[config.mk]
export PLATFORM = sky130hd
export DESIGN_NAME = al_enc_16to4_scanner
export DESIGN_NICKNAME = d
export VERILOG_FILES = /design/src/rtl/al_enc_16to4_scanner_pkg.sv /design/src/rtl/al_prio_enc_lsb.sv /design/src/rtl/al_enc_16to4_scanner.sv
export SDC_FILE = /design/constraint.sdc
export NUM_CORES = 1
export LEC_CHECK = 0
export CORE_MARGIN = 5
export CORE_UTILIZATION = 30
export DETAILED_ROUTE_END_ITERATION = 12
export PLACE_DENSITY = 0.6
export SETUP_SLACK_MARGIN = 0.05
export SLEW_MARGIN = 20
export SYNTH_ARGS = -nofsm -noshare
export SYNTH_HDL_FRONTEND = slang
export SYNTH_SLANG_ARGS = --single-unit
[constraint.sdc]
create_clock -name clk -period 2.6 [get_ports clk]
set_input_delay 0.52 -clock clk [delete_from_list [all_inputs] [get_ports clk]]
set_output_delay 0.52 -clock clk [all_outputs]
set_load 0.05 [all_outputs]
[src/rtl/al_enc_16to4_scanner_pkg.sv]
// Shared types and helpers for the active-low 16-to-4 line scanner.
//   N_LINES  : default number of request lines
//   AW_LINES : index width derived from N_LINES
//   state_e  : scanner FSM states
//   popcount : number of set bits in a line vector, full AW_LINES+1 width
package al_enc_16to4_scanner_pkg;

  localparam int unsigned N_LINES  = 16;
  localparam int unsigned AW_LINES = $clog2(N_LINES);

  typedef enum logic {
    IDLE = 1'b0,
    EMIT = 1'b1
  } state_e;

  // Width is AW_LINES+1 so an all-set vector (N_LINES) does not wrap to 0.
  function automatic logic [AW_LINES:0] popcount(input logic [N_LINES-1:0] v);
    logic [AW_LINES:0] c;
    c = '0;
    for (int i = 0; i < int'(N_LINES); i++) begin
      c = c + (AW_LINES+1)'(v[i]);
    end
    return c;
  endfunction

endpackage

[src/rtl/al_prio_enc_lsb.sv]
// Combinational lowest-index-first priority encoder.
//   vec : input vector, active-high
//   idx : index of the lowest set bit of vec (0 when vec is empty)
//   any : vec has at least one set bit
module al_prio_enc_lsb #(
  parameter int unsigned N  = 16,
  parameter int unsigned AW = $clog2(N)
) (
  input  logic [N-1:0]  vec,
  output logic [AW-1:0] idx,
  output logic          any
);

  // Scan from the top down so the lowest set bit is written last and wins.
  always_comb begin
    idx = '0;
    for (int i = int'(N) - 1; i >= 0; i--) begin
      if (vec[i]) idx = AW'(i);
    end
  end

  assign any = |vec;

endmodule

[src/rtl/al_enc_16to4_scanner.sv]
// Sequential active-low line encoder: snapshots N active-low request lines and
// emits the index of every asserted line over valid/ready, lowest first.
//   clk, rst_n : clock, asynchronous active-low reset
//   en         : capture enable, active-low
//   d          : request lines, active-low
//   ready      : consumer accepts a this cycle
//   a, valid   : current pending index and its qualifier
//   busy       : snapshot is being drained
//   cnt, multi : asserted-line count of the last capture, and cnt > 1
//   done       : one-cycle pulse after the last index of a snapshot is taken
module al_enc_16to4_scanner
  import al_enc_16to4_scanner_pkg::*;
#(
  parameter int unsigned N  = N_LINES,
  parameter int unsigned AW = $clog2(N)
) (
  input  logic          clk,
  input  logic          rst_n,
  input  logic          en,
  input  logic [N-1:0]  d,
  input  logic          ready,
  output logic [AW-1:0] a,
  output logic          valid,
  output logic          busy,
  output logic [AW:0]   cnt,
  output logic          multi,
  output logic          done
);

  state_e        state_q, state_d;
  logic [N-1:0]  pending_q, pending_d;
  logic [AW:0]   cnt_q, cnt_d;
  logic          multi_q, multi_d;
  logic          done_q, done_d;

  logic [N-1:0]  lines_c;
  logic [N-1:0]  pending_clr_c;
  logic [AW:0]   pop_cnt_c;
  logic [AW-1:0] enc_idx;
  logic          enc_any;
  logic          capture_c;
  logic          xfer_c;
  logic          last_c;

  al_prio_enc_lsb #(
    .N  (N),
    .AW (AW)
  ) u_enc (
    .vec (pending_q),
    .idx (enc_idx),
    .any (enc_any)
  );

  assign lines_c       = ~d;
  assign pop_cnt_c     = (AW+1)'(popcount(lines_c));
  assign capture_c     = (state_q == IDLE) && !en && (lines_c != '0);
  // valid is always high in EMIT, so ready alone completes a transfer there.
  assign xfer_c        = (state_q == EMIT) && ready;
  assign pending_clr_c = pending_q & ~(N'(1) << enc_idx);
  assign last_c        = (pending_clr_c == '0);

  // State register
  always_ff @(posedge clk or negedge rst_n) begin
    if (!rst_n) state_q <= IDLE;
    else        state_q <= state_d;
  end

  // Next-state logic
  always_comb begin
    state_d = state_q;
    unique case (state_q)
      IDLE:    if (capture_c)        state_d = EMIT;
      EMIT:    if (xfer_c && last_c) state_d = IDLE;
      default: state_d = IDLE;
    endcase
  end

  // Output decode; a is forced to 0 outside EMIT
  always_comb begin
    a     = '0;
    valid = 1'b0;
    busy  = 1'b0;
    if (state_q == EMIT) begin
      busy  = 1'b1;
      valid = enc_any;
      a     = enc_idx;
    end
  end

  // Snapshot, statistics and done pulse next-state
  always_comb begin
    pending_d = pending_q;
    cnt_d     = cnt_q;
    multi_d   = multi_q;
    done_d    = 1'b0;
    if (capture_c) begin
      pending_d = lines_c;
      cnt_d     = pop_cnt_c;
      multi_d   = pop_cnt_c > (AW+1)'(1);
    end else if (xfer_c) begin
      pending_d = pending_clr_c;
      done_d    = last_c;
    end
  end

  always_ff @(posedge clk or negedge rst_n) begin
    if (!rst_n) begin
      pending_q <= '0;
      cnt_q     <= '0;
      multi_q   <= 1'b0;
      done_q    <= 1'b0;
    end else begin
      pending_q <= pending_d;
      cnt_q     <= cnt_d;
      multi_q   <= multi_d;
      done_q    <= done_d;
    end
  end

  assign cnt   = cnt_q;
  assign multi = multi_q;
  assign done  = done_q;

endmodule

==> summary.md, run 1 <==
| Metric | Value |
|---|---|
| Ant. Diodes | `0` |
| Top fanout value on the critical path | `3` |
| Skew-Pair Late Insertion Delay | `260 ps` |
| Max Clock Freq | `283 MHz` |
| Arrival time of data at the critical path endpoint | `3680 ps` |
| Worst setup EP type | `flop` |
| Worst-case clock skew | `6.69 ps` |
| Number of primary I/O pins | `33` |
| Average detailed-routed wire length per instance | `15.4 um` |
| Fraction of the mapped netlist area in adder cells | `0.141` |
| Endpoints failing setup | `6` |
| Violated checks | `setup timing` |
| DP Wirelength | `4.42 mm` |
| Total iterations of the first detailed-routing run | `4` |
| Post-Route Hold Slack | `512 ps` |
| Cell area after synthesis | `2020 sq um` |
| Initial DRC count | `240` |
| Number of flops mapped to enable cells by yosys | `0` |
| Worst Max-Slew Pin Slew | `596 ps` |
| Post-Syn Instances | `219` |
| Fraction of final layout cells with drive strength greater than 1 | `0.303` |
| Root buffer cell | `clkbuf_8` |
| Maximum ir drop on the vdd rail | `0.611 mV` |
| Sequential cell area | `601 sq um` |
| Routability congestion estimate | `0.856` |
| Count of standard-cell rows | `30` |
| Number of global-route vias before repair | `1843` |
| Critical path type | `in -> reg` |
| Vias | `1893` |
| Wire length of the first global-routing pass | `9.02 mm` |
| Final hold violation count | `0` |
| Smallest setup slack after layout | `-928 ps` |
| Sequential share of the synthesized area | `0.297` |
| Most used flip-flop cell after synthesis | `dfrtp_1` |
| DIE WIDTH | `92.1 um` |
| Reported leakage power | `0.00121 uW` |
| Die height | `92.1 um` |
| Pin count of the biggest net entering global routing | `25` |
| Final total power | `3920 uW` |
| Compound-Gate Fraction of Synth Area | `0.238` |
| Clock Tree Buf Depth | `2` |
| Residual antenna-violating net count after detailed routing | `0` |
| Most common library cell in the layout ignoring fill and taps | `buf_4` |
| Detailed Route WL | `5.45 mm` |
| Layout filler cell count | `673` |
| Main combinational cell family by area after synthesis | `compound AO/OA/AOI/OAI gates` |
| Number of clock buffers inserted by TritonCTS | `3` |
| Effective utilization at floorplan | `0.303` |
| Initial antenna violation count | `0` |
| Die outline area | `8480 sq um` |
| Worst min-delay path class | `reg -> reg` |
| CTS tree | `yes` |
| Hold-fix buffers, CTS | `0` |
| Power density over the cells | `1450 nW/um^2` |
| Post-placement worst setup slack | `-1770 ps` |
| Maximum level of the CTS H-tree | `1` |
| Clock Pin Slew Worst Setup and Hold Paths | `80 ps` |
| Most used cells in the layout excluding fill and tap cells | `buf_4 (35), dfrtp_1 (24), clkdlybuf4s50_1 (18), o21ai_0 (15)` |
| Residual DRC count | `0` |
| FFs w/ async S/R, synth | `1.00` |
| Number of maximum-capacitance constraint violations | `0` |
| Mean area per synthesized cell | `9.23 sq um` |
| Cell variety after synth | `56` |
| Post-layout net count | `311` |
| Synthesis Warnings | `0` |
| Number of pins exceeding their max-slew limit in the final report | `0` |
| Grt total ovfl | `0` |
| Slew margin rel. | `0.599` |
| Via-to-Cell Ratio | `5.35` |
| Simple-gate share of the synthesized area | `0.192` |
| Multiplexer fraction of the synthesized cell area | `0.0167` |
| Startpoint kind of the worst setup timing path | `primary input` |
| Clock sink count | `24` |
| Register bit count reported by yosys | `24` |
| Area taken by multi-input logic gates | `1250 sq um` |
| Area overhead of the layout relative to synthesis | `34.0%` |
| Xor/xnor share of the synthesized area | `0.00866` |
| Result of the run | `complete, but fails checks` |
| Final critical-path required period | `3530 ps` |
| GRT Overall Usage | `0.129` |
| Core ar. | `6680 sq um` |
| IO Port Bufs | `32` |
| Net count after synthesis | `255` |
| Data required time at the worst endpoint | `2750 ps` |
| RSZ-0062 raised after global routing | `true` |
| Post-route fraction of the period consumed by the critical path | `1.36` |
[state kept, by name, summed over array words and instances (netlist names)]
signal / cells
cnt: 5
done: 1
multi: 1
pending_q: 16
state_q: 1
[report_power, final]
group	switching, uW	total (uW)	internal [uW]
Clock	116	251	135
Sequential	214	720	506
Combinational	1630	2950	1320
Total	1960	3920	1960
[final cells by class]
class,instances,share of cell area
inverter,23,0.0355
multi-input combinational,157,0.461
tap,80,0.0369
sequential,24,0.222
clock buffer,4,0.0203
timing repair buffer,66,0.225
[synthesized netlist by cell type (all sizes together), types with 2 or more instances]
master	instances	area [sq um]
o211ai	9	67.6
xnor2	2	17.5
ha	6	75.1
or4	4	45.0
dfrtp	24	601
a211oi	2	15.0
fa	10	200
nor2	15	58.8
nand3	3	20.0
nor3	2	10.0
o21a	5	37.5
nor2b	4	25.0
o31a	3	26.3
nor4	8	62.6
o22ai	3	18.8
a21oi	6	30.0
inv	23	86.3
o21ai	21	105
nand2	12	45.0
o31ai	2	15.0
buf	9	78.8
nor3b	2	15.0
or2	2	12.5
and3	3	20.0
or3	6	42.5
o2bb2ai	2	17.5
mux2	3	33.8
o311ai	4	35.0
nand4	3	18.8
clkbuf	5	38.8
[cell families (layout without fill, tap and decap cells)]
family	after synthesis	count (layout)
mux	3	3
flops	24	24
xor+xnor	2	2
fa+ha+maj	17	17
buf+inv	38	93
simple gates	66	66
compound gates	69	69
[routing by layer]
metal,track usage,vias to the layer above,routed length [um]
li1,-,910,-
met1,0.180,893,2520
met2,0.210,82,2520
met3,0.0115,8,325
met4,0.0396,0,83
met5,0,-,0
[worst paths after layout]
kind                       cells past startpoint  slack, ps          from  endpoint
hold reg to reg                                1        510        cnt[0]    cnt[0]
max in group asynchronous                      2       1740         rst_n    cnt[0]
setup / recovery                              14       -930         d[11]     multi
setup reg to reg                               7        240  pending_q[7]      done
hold / removal                                 1        510        cnt[0]    cnt[0]
min in group asynchronous                      2        610         rst_n      done
[worst max-delay path: stages]
cell,delay (ps)
buf_6,90
inv_8,30
fa_1,540
fa_1,440
fa_1,490
fa_1,550
ha_4,140
inv_2,30
fa_2,360
xnor2_2,150
nor2_1,90
o21ai_1,60
nor2_1,100
o21ai_1,70
[what timing repair did]
| action | CTS | global route |
|---|---|---|
| gates resized for setup | 49 | 7 |
| buffers inserted | 1 | 3 |
| setup endpoints to repair | 6 | 9 |
| pin swaps | 15 | 15 |
[through the flow]
stage | instances | utilization | setup TNS (ps) | area [sq um]
after floorplan | 219 | - | -4980 | 2060
after global placement | 346 | 0.391 | -10090 | 2610
after detailed placement | 346 | 0.391 | -9760 | 2610
after CTS | 351 | 0.398 | -4640 | 2660
after global routing | 354 | 0.406 | -4880 | 2710
final | 354 | 0.406 | -4450 | 2710
Power figures use the tool's default switching activity.
==> run 2, diff against run 1 <==
- PLACE_DENSITY: 0.6 -> 0.49
==> run 2 against run 1 <==
Against the previous run:
- the run still ends with setup timing left
- final cell count decreased by 0.85%
- via count increased by 1.3%
- clock power decreased by 14%
- power increased by 0.76%
- sequential share of layout area about the same
- register-to-register slack improved by 20 ps
- critical endpoint unchanged
- highest routed layer unchanged
==> summary.md, run 2 (same netlist as run 1, synthesis figures left out) <==
| Metric | Value |
|---|---|
| CTS tree | `yes` |
| Vias | `1917 (+1.3%)` |
| Violated checks | `setup timing` |
| Worst setup EP type | `flop` |
| Hold Startpoint | `cnt[4]` |
| Smallest setup slack after layout | `-925 ps (+2.92 ps)` |
| Arrival time of data at the critical path endpoint | `3680 ps (about the same)` |
| Post-layout net count | `309 (-0.64%)` |
| Residual antenna-violating net count after detailed routing | `0 (unchanged)` |
| Area overhead of the layout relative to synthesis | `33.9% (about the same)` |
| Detailed Route WL | `5.71 mm (+4.7%)` |
| Grt total ovfl | `0 (unchanged)` |
| Final hold violation count | `0 (unchanged)` |
| Slew margin rel. | `0.662 (+0.0634)` |
| Post-Route Hold Slack | `499 ps (-13.4 ps)` |
| DP Wirelength | `4.58 mm (+3.6%)` |
| Die height | `92.1 um (unchanged)` |
| DIE WIDTH | `92.1 um (unchanged)` |
| Wire length of the first global-routing pass | `9.54 mm (+5.7%)` |
| Area of all placed cells without fillers | `2710 sq um (about the same)` |
| Number of clock buffers inserted by TritonCTS | `3 (unchanged)` |
| Worst-case clock skew | `2.29 ps (-4.40 ps)` |
| Most used cells in the layout excluding fill and tap cells | `buf_4 (33), dfrtp_1 (24), clkdlybuf4s50_1 (18), o21ai_0 (15), nor2_1 (14)` |
| Post-detailed-placement cell area | `2610 sq um (unchanged)` |
| Startpoint kind of the worst setup timing path | `primary input` |
| Die outline area | `8480 sq um (unchanged)` |
| Result of the run | `complete, but fails checks` |
| Hold-fix buffers, CTS | `0 (unchanged)` |
| Maximum level of the CTS H-tree | `1 (unchanged)` |
| Fin cells | `351 (-0.85%)` |
| Worst min-delay path class | `reg -> reg` |
| Skew-Pair Late Insertion Delay | `260 ps (about the same)` |
| Pin count of the biggest net entering global routing | `25 (unchanged)` |
| Routability congestion estimate | `0.859 (+0.39%)` |
| IO Port Bufs | `32 (unchanged)` |
| Average detailed-routed wire length per instance | `16.3 um (+5.6%)` |
| Critical R2R Launch | `pending_q[3]` |
| Initial antenna violation count | `0 (unchanged)` |
| Fraction of final layout cells with drive strength greater than 1 | `0.325 (+0.0218)` |
| RSZ-0062 raised after global routing | `true` |
| Worst hold endpoint | `cnt[4]` |
| GRT Overall Usage | `0.138 (+0.00925)` |
| Max Clock Freq | `284 MHz (about the same)` |
| Number of maximum-capacitance constraint violations | `0 (unchanged)` |
| Critical path type | `in -> reg` |
| Max reg flops | `16 (unchanged)` |
| Effective utilization at floorplan | `0.303 (unchanged)` |
| Power density over the cells | `1460 nW/um^2 (+0.85%)` |
| Clock Pin Slew Worst Setup and Hold Paths | `80 ps (about the same)` |
| Data required time at the worst endpoint | `2750 ps (about the same)` |
| Placed Instances | `346 (unchanged)` |
| Core ar. | `6680 sq um (unchanged)` |
| Total iterations of the first detailed-routing run | `4 (unchanged)` |
| Most common library cell in the layout ignoring fill and taps | `buf_4` |
| Endpoints failing setup | `6 (unchanged)` |
| Initial DRC count | `165 (-31%)` |
| Minimum setup slack among reg-to-reg paths | `260 ps (+20 ps)` |
| Final critical-path required period | `3520 ps (-2.92 ps)` |
| Cell depth of the worst hold path | `2 (+1)` |
| Critical R2R Capture | `pending_q[15]` |
| Number of pins exceeding their max-slew limit in the final report | `0 (unchanged)` |
| Root buffer cell | `clkbuf_8` |
| Ant. Diodes | `0 (unchanged)` |
| Number of primary I/O pins | `33 (unchanged)` |
| Cell depth of the worst flop-to-flop path | `6 (-1)` |
| Maximum ir drop on the vdd rail | `0.554 mV (-9.3%)` |
| Post-route fraction of the period consumed by the critical path | `1.36 (about the same)` |
| Number of global-route vias before repair | `1853 (+0.54%)` |
| Via-to-Cell Ratio | `5.46 (+2.1%)` |
| Residual DRC count | `0 (unchanged)` |
| Clock sink count | `24 (unchanged)` |
| Count of standard-cell rows | `30 (unchanged)` |
| Reported leakage power | `0.00119 uW (-1.0%)` |
| Register containing the most flip-flops in the final layout | `pending_q` |
| Top fanout value on the critical path | `3 (unchanged)` |
| Clock Tree Buf Depth | `2 (unchanged)` |
| Worst Max-Slew Pin Slew | `505 ps (-91.2 ps)` |
[run 2: worst max-delay path, stage by stage]
cell and delay (ps):
buf_8 70, inv_4 30, fa_1 550, fa_1 450, fa_2 490, fa_2 570, ha_4 130, inv_2 30
fa_2 360, xnor2_2 150, nor2_1 100, o21ai_1 70, nor2_1 100, o21ai_1 60
[run 2: per-stage QoR]
step                      setup slack, ps   util  TNS [ps]  power [uW]
final                                -925  0.405     -4400        3950
after global routing                -1120  0.405     -5090        4250
after CTS                            -994  0.395     -4530        3870
after detailed placement            -1820  0.391    -10110        3590
after global placement              -1790  0.391     -9530        3610
after floorplan                     -1020      -     -4980        2660
[run 2: cell type report]
type | count | area (sq um)
timing repair buffer | 64 | 586
sequential | 24 | 601
clock buffer | 3 | 41.3
fill | 715 | 3970
inverter | 23 | 96.3
tap | 80 | 100
multi-input combinational | 157 | 1280
[run 2: what timing repair did]
action	4_1_cts	5_1_grt
setup buffers	2	0
pin swaps	17	16
resized for setup	52	13
endpoints found under the setup margin	8	10
[run 2: routing by layer]
layer  GRT usage  vias up  wire (um)
met2       0.213       69       2600
met3      0.0115        6        280
met5           0        -          0
met4      0.0470        0         96
li1            -      903          -
met1       0.203      939       2730
[run 2: worst max path at each step]
stage               cells past startpoint  slack (ps)    end   from
finish                                 14        -920  multi   d[7]
CTS                                    14        -990  multi  d[11]
floorplan                              13       -1020  multi  d[11]
global route                           14       -1120  multi   d[7]
detailed placement                     14       -1820  multi  d[11]
global placement                       14       -1790  multi  d[11]
[run 2: where the power goes]
group / switching, uW / total [uW] / internal [uW]
combinational: 1700 / 3040 / 1340
clock: 112 / 215 / 103
sequential: 189 / 696 / 507
total: 2000 / 3950 / 1950
==> run 3, diff against run 2 <==
- CORE_ASPECT_RATIO: default -> 1.2
==> run 3 against run 2 <==
Against the previous run:
- the flow still finishes with violations (setup timing)
- worst setup slack better by 1.9 ps
- routed wire length grew 1.6%
- design area rose by 1.3%
- first-iteration DRC count is 19% lower
- global-route usage about the same
==> summary.md, run 3 (same netlist as run 1, synthesis figures left out) <==
| Metric | Value |
|---|---|
| Result of the run | `complete, but fails checks` |
| Violated checks | `setup timing` |
| Most common library cell in the layout ignoring fill and taps | `buf_4` |
| Worst min-delay path class | `reg -> reg` |
| Worst-case clock skew | `3.28 ps (+0.989 ps)` |
| Endpoints failing setup | `6 (unchanged)` |
| Sequential Power Share | `0.178 (+0.002)` |
| Count of standard-cell rows | `32 (+6.7%)` |
| Data required time at the worst endpoint | `2760 ps (about the same)` |
| Number of clock buffers inserted by TritonCTS | `3 (unchanged)` |
| Total iterations of the first detailed-routing run | `4 (unchanged)` |
| Worst Max-Slew Pin Slew | `510 ps (+5.43 ps)` |
| Die outline area | `8490 sq um (about the same)` |
| Arrival time of data at the critical path endpoint | `3680 ps (about the same)` |
| Power density over the cells | `1450 nW/um^2 (-0.83%)` |
| Initial antenna violation count | `0 (unchanged)` |
| Residual antenna-violating net count after detailed routing | `0 (unchanged)` |
| Top fanout value on the critical path | `3 (unchanged)` |
| Maximum level of the CTS H-tree | `1 (unchanged)` |
| Wire length of the first global-routing pass | `9.39 mm (-1.5%)` |
| Area taken by multi-input logic gates | `1250 sq um (-2.5%)` |
| Maximum ir drop on the vdd rail | `0.662 mV (+20%)` |
| Critical path type | `in -> reg` |
| GRT Overall Usage | `0.139 (+0.000346)` |
| Effective utilization at floorplan | `0.312 (+0.00911)` |
| Fraction of final layout cells with drive strength greater than 1 | `0.322 (-0.00226)` |
| Portion of total power attributed to the clock network | `0.064 (+0.010)` |
| Slew margin rel. | `0.659 (-0.00363)` |
| Final hold violation count | `0 (unchanged)` |
| DIE WIDTH | `84.9 um (-7.8%)` |
| Average detailed-routed wire length per instance | `16.1 um (-1.2%)` |
| Clock Tree Buf Depth | `2 (unchanged)` |
| Startpoint kind of the worst setup timing path | `primary input` |
| Post-layout net count | `313 (+1.3%)` |
| Via-to-Cell Ratio | `5.11 (-6.5%)` |
| Final critical-path required period | `3520 ps (-1.86 ps)` |
| Ant. Diodes | `0 (unchanged)` |
| Post-route fraction of the period consumed by the critical path | `1.36 (about the same)` |
| Clock sink count | `24 (unchanged)` |
| Sequential cell area | `601 sq um (unchanged)` |
| Number of primary I/O pins | `33 (unchanged)` |
| Number of maximum-capacitance constraint violations | `0 (unchanged)` |
| Fin cells | `361 (+2.8%)` |
| Initial DRC count | `133 (-19%)` |
| Max reg flops | `16 (unchanged)` |
| Reported leakage power | `0.00121 uW (+1.5%)` |
| Area overhead of the layout relative to synthesis | `35.7%` |
| Residual DRC count | `0 (unchanged)` |
| RSZ-0062 raised after global routing | `true` |
| Smallest setup slack after layout | `-923 ps (+1.86 ps)` |
| Max Clock Freq | `284 MHz (about the same)` |
| Detailed Route WL | `5.81 mm (+1.6%)` |
| Clock Pin Slew Worst Setup and Hold Paths | `90 ps (about the same)` |
| CTS tree | `yes` |
| Layout filler cell count | `694 (-2.9%)` |
| Pin count of the biggest net entering global routing | `25 (unchanged)` |
| IO Port Bufs | `32 (unchanged)` |
| Register containing the most flip-flops in the final layout | `pending_q` |
| Routability congestion estimate | `0.824 (-4.1%)` |
| Worst setup EP type | `flop` |
| Number of global-route vias before repair | `1801 (-2.8%)` |
| Placed Instances | `354 (+2.3%)` |
| Vias | `1844 (-3.8%)` |
| Skew-Pair Late Insertion Delay | `260 ps (about the same)` |
| Portion of total power attributed to combinational logic | `0.758 (-0.012)` |
| Grt total ovfl | `0 (unchanged)` |
| Switching power summed over all nets | `1980 uW (-1.1%)` |
| Root buffer cell | `clkbuf_8` |
| Power Internal | `2000 uW (+2.1%)` |
| Final total power | `3970 uW (+0.49%)` |
| Die height | `99.9 um (+8.5%)` |
| Most used cells in the layout excluding fill and tap cells | `buf_4 (36), dfrtp_1 (24), clkdlybuf4s50_1 (18), o21ai_0 (15), nor2_1 (14)` |
| DP Wirelength | `4.72 mm (+3.1%)` |
| Core ar. | `6490 sq um (-2.9%)` |
| Share of total power consumed by net switching | `0.498 (-0.00789)` |
| Number of pins exceeding their max-slew limit in the final report | `0 (unchanged)` |
run 3: cell count changes in the layout (fill, tap and decap cells not counted), sizes merged:
| cell | change |
|---|---|
| buf | +4 |
| clkbuf | +1 |
run 3: per-stage QoR:
stage | hold slack [ps] | worst slack, ps | util | instance area (sq um) | setup TNS [ps]
2_1_floorplan | 224 | -1020 | - | 2060 | -4980
5_1_grt | 519 | -1070 | 0.423 | 2740 | -5200
4_1_cts | 502 | -1050 | 0.417 | 2710 | -4910
3_5_place_dp | 476 | -1820 | 0.409 | 2660 | -9920
6_report | 497 | -923 | 0.423 | 2740 | -4530
3_3_place_gp | 472 | -1740 | 0.409 | 2660 | -9820
run 3: repair_timing:
action                                 4_1_cts  5_1_grt
setup endpoints to repair                    7       10
endpoints found under the hold margin        0        0
resized for setup                           49       10
hold buffers                                 0        0
pin swaps                                   17       13
setup buffers                                2        1
run 3: final cells by class:
type                       count  share of cell area
sequential                    24               0.219
inverter                      23              0.0351
timing repair buffer          68               0.231
multi-input combinational    157               0.456
tap                           85              0.0388
clock buffer                   4              0.0201
run 3: final timing paths:
kind | end | depth (start not counted) | slack, ps | startpoint
setup / recovery | multi | 14 | -920 | d[13]
hold / removal | multi | 2 | 500 | multi
setup reg to reg | pending_q[10] | 6 | 300 | pending_q[5]
hold reg to reg | multi | 2 | 500 | multi
max in group asynchronous | state_q | 2 | 1740 | rst_n
min in group asynchronous | cnt[0] | 2 | 610 | rst_n
run 3: critical path, cell delays in order:
cell	delay, ps
buf_8	80
inv_4	30
fa_1	550
fa_1	460
fa_1	500
fa_1	570
ha_4	140
inv_2	30
fa_2	360
xnor2_2	150
nor2_1	90
o21ai_1	60
nor2_1	90
o21ai_1	60
run 3: metal layers:
layer  vias to the layer above  track usage  part of all wire
met5                         -            0                 0
met4                         0       0.0365            0.0083
met3                         2      0.00821             0.029
met2                        34        0.238              0.50
met1                       898        0.189              0.46
li1                        910            -                 -
run 3: power by group through the flow:
stage          clock [uW]  sequential (uW)  combinational [uW]
6_report              253              709                3010
5_1_grt               268              731                3280
4_1_cts               266              700                3010
3_5_place_dp            0              706                2940
3_3_place_gp            0              704                2940
2_1_floorplan           0              784                1880
